[src/rtl/regfile_mp.sv]
// regfile_mp: multi-port register file with pending scoreboard, optional
// same-cycle write bypass and a sequenced bulk re-initialise.
module regfile_mp #(
  parameter int unsigned WIDTH = 24,
  parameter int unsigned DEPTH = 16,
  parameter int unsigned AW = $clog2(DEPTH),
  parameter bit BYPASS = 1'b1,
  parameter logic [DEPTH*WIDTH-1:0] RESET_VEC = (DEPTH*WIDTH)'({24'h04FEFF, 24'h04BDF0,
                                                   24'h050000, 24'h025F78,
                                                   24'h000100, 24'h000000})
) (
  input  logic             clk,
  input  logic             rst,
  input  logic [AW-1:0]    rd_addr_1,
  output logic [WIDTH-1:0] rd_data_1,
  output logic             rd_pend_1,
  input  logic [AW-1:0]    rd_addr_2,
  output logic [WIDTH-1:0] rd_data_2,
  output logic             rd_pend_2,
  input  logic             wr_en_a,
  input  logic [AW-1:0]    wr_addr_a,
  input  logic [WIDTH-1:0] wr_data_a,
  input  logic             wr_en_b,
  input  logic [AW-1:0]    wr_addr_b,
  input  logic [WIDTH-1:0] wr_data_b,
  input  logic             iss_en,
  input  logic [AW-1:0]    iss_addr,
  input  logic             clr_req,
  output logic             clr_busy,
  output logic             clr_done,
  output logic             wr_conflict
);

  typedef enum logic [1:0] {
    S_IDLE  = 2'd0,
    S_CLEAR = 2'd1,
    S_DONE  = 2'd2
  } state_t;

  localparam logic [AW-1:0] LAST_IDX = AW'(DEPTH - 1);

  state_t           state_q, state_d;
  logic [AW-1:0]    cnt_q, cnt_d;
  logic [WIDTH-1:0] mem_q [DEPTH];
  logic [DEPTH-1:0] pend_q;
  logic             clr_busy_d, clr_done_d, wr_conflict_d;
  logic             port_en, byp_en, we_a, we_b, iss_v;

  // Port qualification: ports are frozen while the sequenced clear owns the array;
  // register 0 is hard-wired so writes/issues to it are discarded.
  assign port_en = (state_q != S_CLEAR);
  assign byp_en  = BYPASS && (state_q == S_IDLE);
  assign we_a    = wr_en_a && port_en && (wr_addr_a != '0);
  assign we_b    = wr_en_b && port_en && (wr_addr_b != '0);
  assign iss_v   = iss_en  && port_en && (iss_addr  != '0);

  // Clear sequencer next-state, counter and registered-output decode.
  always_comb begin
    state_d       = state_q;
    cnt_d         = cnt_q;
    clr_busy_d    = 1'b0;
    clr_done_d    = 1'b0;
    wr_conflict_d = 1'b0;
    case (state_q)
      S_IDLE: begin
        if (clr_req) begin
          state_d = S_CLEAR;
          cnt_d   = '0;
        end
      end
      S_CLEAR: begin
        if (cnt_q == LAST_IDX) begin
          state_d = S_DONE;
        end else begin
          cnt_d = cnt_q + AW'(1);
        end
      end
      S_DONE:  state_d = S_IDLE;
      default: state_d = S_IDLE;
    endcase
    clr_busy_d    = (state_d == S_CLEAR);
    clr_done_d    = (state_d == S_DONE);
    wr_conflict_d = we_a && we_b && (wr_addr_a == wr_addr_b);
  end

  // Sequencer state, counter and status output registers.
  always_ff @(posedge clk or negedge rst) begin
    if (!rst) begin
      state_q     <= S_IDLE;
      cnt_q       <= '0;
      clr_busy    <= 1'b0;
      clr_done    <= 1'b0;
      wr_conflict <= 1'b0;
    end else begin
      state_q     <= state_d;
      cnt_q       <= cnt_d;
      clr_busy    <= clr_busy_d;
      clr_done    <= clr_done_d;
      wr_conflict <= wr_conflict_d;
    end
  end

  // Register array: reset/clear restore the init vector; port B written last so it wins.
  always_ff @(posedge clk or negedge rst) begin
    if (!rst) begin
      for (int i = 0; i < int'(DEPTH); i++) begin
        mem_q[i] <= RESET_VEC[i*WIDTH +: WIDTH];
      end
    end else if (state_q == S_CLEAR) begin
      mem_q[cnt_q] <= RESET_VEC[32'(cnt_q)*WIDTH +: WIDTH];
    end else begin
      if (we_a) mem_q[wr_addr_a] <= wr_data_a;
      if (we_b) mem_q[wr_addr_b] <= wr_data_b;
    end
  end

  // Pending scoreboard: writes retire a producer, a same-cycle issue overrides.
  always_ff @(posedge clk or negedge rst) begin
    if (!rst) begin
      pend_q <= '0;
    end else if (state_q == S_CLEAR) begin
      pend_q[cnt_q] <= 1'b0;
    end else begin
      if (we_a)  pend_q[wr_addr_a] <= 1'b0;
      if (we_b)  pend_q[wr_addr_b] <= 1'b0;
      if (iss_v) pend_q[iss_addr]  <= 1'b1;
    end
  end

  // Read port 1: stored value, overridden by same-cycle write data when bypassing.
  always_comb begin
    rd_data_1 = mem_q[rd_addr_1];
    if (byp_en && we_a && (wr_addr_a == rd_addr_1)) rd_data_1 = wr_data_a;
    if (byp_en && we_b && (wr_addr_b == rd_addr_1)) rd_data_1 = wr_data_b;
    if (rd_addr_1 == '0) rd_data_1 = '0;
    rd_pend_1 = pend_q[rd_addr_1] && (rd_addr_1 != '0);
  end

  // Read port 2: same structure as port 1.
  always_comb begin
    rd_data_2 = mem_q[rd_addr_2];
    if (byp_en && we_a && (wr_addr_a == rd_addr_2)) rd_data_2 = wr_data_a;
    if (byp_en && we_b && (wr_addr_b == rd_addr_2)) rd_data_2 = wr_data_b;
    if (rd_addr_2 == '0) rd_data_2 = '0;
    rd_pend_2 = pend_q[rd_addr_2] && (rd_addr_2 != '0);
  end

endmodule

[config.mk]
export PLATFORM = sky130hd
export DESIGN_NAME = regfile_mp
export DESIGN_NICKNAME = d
export VERILOG_FILES = /design/src/rtl/regfile_mp.sv
export SDC_FILE = /design/constraint.sdc
export NUM_CORES = 2
export LEC_CHECK = 0
export CELL_PAD_IN_SITES_DETAIL_PLACEMENT = 2
export CELL_PAD_IN_SITES_GLOBAL_PLACEMENT = 2
export CORE_MARGIN = 2
export CORE_UTILIZATION = 42
export DETAILED_ROUTE_END_ITERATION = 8
export PLACE_DENSITY_LB_ADDON = 0.1
export SLEW_MARGIN = 30
export SYNTH_ARGS = -nofsm -noshare
export SYNTH_HDL_FRONTEND = slang
export SYNTH_SLANG_ARGS = --single-unit
[constraint.sdc]
create_clock -name clk -period 3.7 [get_ports clk]
set_input_delay 0.555 -clock clk [delete_from_list [all_inputs] [get_ports clk]]
set_output_delay 0.555 -clock clk [all_outputs]
set_load 0.005 [all_outputs]
==> flow_metrics.tcl <==
set metrics [dict create \
    finish.utilization_pct 50.7 \
    clk_latency_ps 650 \
    multi_input_area_mm2 0.0187 \
    grt_antenna_before_repair 20 \
    nNetsFinal 3627 \
    die_x_um 274 \
    grt_pass1_wl_mm 260 \
    r2r_cells 7 \
    cp_max_fo 7 \
    p_int_mw 12.9 \
    synthTopCellsByArea "dfrtp_1 (30%), o21ai_0 (12%), mux4_2 (11%)" \
    failed_checks "setup timing" \
    pwr-share-comb_pct 46.8 \
    p_per_area_mw_per_mm2 644 \
    place_congestion 1.01 \
    crit_required_ps 3140 \
    post-dp-hpwl_mm 121 \
    power_mw 23.4 \
    path_clk_slew_ps 60 \
    skew_ps 30.4 \
    postRouteAntennaNets 0 \
    critPathCaptureType "output pin" \
    layout-drive-gt1-share_pct 24.1 \
    core_mm2 0.0717 \
    final_common_cell "o21ai_0" \
    status "finished with violations" \
    cts_tree "built" \
    row_count 98 \
    grt_usage_pct 47.5 \
    leakagePower_nw 14.3 \
    drc 0 \
    drt_iter0_drc 4428 \
    syn_to_final_growth_pct 19.0 \
    fin_crit_ps 3720 \
    final-setup-viol-count 7 \
    clkPwrFrac_pct 24.7 \
    io_buffer_count 126 \
    worstPathArrival_ps 3170 \
    vias 34500 \
    worstMarginPinSlew_ps 1080 \
    syn-num-nets 3568 \
    netlist_area_mm2 0.0306 \
    dr.pass1.iters 5 \
    ir_worst_vdd_uv 715 \
    yosys_warnings 0 \
    initial_core_util_pct 42.6 \
    grt_max_degree 151 \
    ios 127 \
    critPathLaunchType "primary input" \
    synth_edf_count 0 \
    grt_pass1_vias 36800 \
    mostFrequentLayoutCells "o21ai_0 (714), dfrtp_1 (368), nand2_1 (345), a21oi_1 (311), buf_4 (246)" \
    worst_slack_ps -24.2 \
    regArea_mm2 0.0103 \
    ys.flop_type "dfrtp_1" \
    r2r_slack_ps 690 \
    power.switching_mw 10.6 \
    final-hold-violation-count 0 \
    grt_overflow 0 \
    h-tree-depth 2 \
    cts_sinks 409 \
    cts_buffers 52 \
    worstSetupPathType "primary input to output pin" \
    p_seq_share_pct 28.5 \
    max_freq_mhz 269 \
    routed_wl_mm 181 \
    post-route-period-util_pct 101 \
    hold_path_class "primary input to async pin" \
    maxCapViolations 0 \
    syn_inst 3489 \
    cts.path.max_buffers 3 \
    synth_top_area_share_pct 30.1 \
    synth_seq_cells 409 \
    ys_types 76 \
    synthArstFlopShare_pct 100 \
    fp.dieH_um 274 \
    vias_per_cell 7.60 \
    fillCellCount 7549 \
    maxSlewHeadroom_pct 28.1 \
    synth_seq_area_share_pct 33.6 \
    dieArea_mm2 0.0750 \
    yosysTopAreaCell "dfrtp_1" \
    wl_per_cell_um 39.9 \
    avgSynthCellArea_um2 8.76 \
    clockRootBuffer "clkbuf_16" \
    rsz0062_at_grt "true" \
    slew_viol_final 0 \
    timing.rr.end "mem_q[343]$_DFFE_PN0P_" \
    swShare_pct 45.1 \
    r2r_start "state_q[1]$_DFF_PN0_" \
]
-- metrics by stage --
stage               hold WS (ps)  worst slack [ps]  area, um^2  cells  TNS, ps
floorplan                    259              1000       30600   3489        0
global placement             473             -82.6       34300   4437     -589
detailed placement           490              -263       34300   4439    -5370
CTS                          422              6.70       36200   4538        0
global route                 472             -40.7       36400   4541     -222
finish                       447             -24.2       36400   4545     -101
-- worst max-delay path: stages --
cell and delay (ps):
clkdlybuf4s50_1 450, buf_4 180, xor2_1 160, nor4_2 290, buf_4 170, buf_4 130
nand2_4 130, clkbuf_16 230, mux2i_1 120, o21ai_0 200, clkdlybuf4s50_1 540
-- power by group through the flow --
stage          Clock [mW]  Combinational, mW  Sequential, mW
5_1_grt              5.92               11.5            6.76
3_3_place_gp            0               9.65            6.49
3_5_place_dp            0               10.3            6.65
6_report             5.78               11.0            6.67
4_1_cts              5.75               10.6            6.61
2_1_floorplan           0               6.20            6.17
-- cell usage after synthesis (all sizes together) (14+ instances only) --
| library cell | n |
|---|---|
| o21ai | 807 |
| nor4 | 14 |
| or2 | 17 |
| a21o | 16 |
| nand3 | 27 |
| and2 | 18 |
| o31ai | 160 |
| nand2b | 21 |
| nand2 | 347 |
| dfrtp | 368 |
| dfstp | 41 |
| buf | 142 |
| o221ai | 47 |
| nor2 | 129 |
| clkbuf | 287 |
| nor3 | 21 |
| o22ai | 89 |
| nor2b | 21 |
| xnor2 | 15 |
| a21oi | 312 |
| mux4 | 156 |
| a31oi | 18 |
| mux2 | 186 |
| mux2i | 54 |
| a211oi | 28 |
| a22oi | 45 |
-- registers in the layout, summed over array words and instances, names as in the netlist --
signal	flops
mem_q	384
pend_q	16
cnt_q	4
state_q	2
clr_busy	1
clr_done	1
wr_conflict	1
-- timing repair --
item / CTS / global route
buffers inserted: 1 / 2
resized for setup: 16 / 40
pin swaps: 4 / 1
endpoints found under the hold margin: 46 / 0
hold buffers: 1 / 0
gates cloned: 0 / 1
setup endpoints to repair: 47 / 40
-- cell type report --
cell class              instances  share of cell area, %
multi-input cells            2642                   51.4
flip-flops and latches        409                   28.3
repair buffers                434                   11.8
well taps                     950                   3.27
clock inverters                18                  0.794
diodes                          4                 0.0275
clock buffers                  79                   4.33
inverters                       9                 0.0929
-- cell families after synthesis --
family                     count (synthesis)  share of synthesized area (%)
DFF                                      409                           33.6
and+or+nand+nor                          655                           9.81
buffers and inverters                    438                           6.07
adders and majority gates                  5                          0.205
AOI/OAI and AO/OA                       1565                           29.4
xor gates and xnor gates                  21                          0.602
muxes                                    396                           20.3
-- worst max-delay path by stage --
stage | slack (ps) | from | endpoint
global placement | -80 | wr_addr_a[2] | rd_data_1[1]
CTS | 7 | wr_addr_b[3] | rd_data_2[14]
detailed placement | -260 | wr_addr_a[3] | rd_data_1[1]
global route | -40 | wr_addr_a[2] | rd_data_1[5]
floorplan | 1000 | rd_addr_2[2] | rd_data_2[18]
finish | -20 | wr_addr_a[2] | rd_data_1[14]
-- metal layers --
layer	GRT usage (%)	vias to the layer above	routed length (um)
met3	15.7	762	22300
met1	61.5	18000	69800
met4	25.6	20	10900
met5	0	-	149
met2	70.2	2499	78000
li1	-	13200	-
No activity file was read; power rests on OpenSTA's default activity.
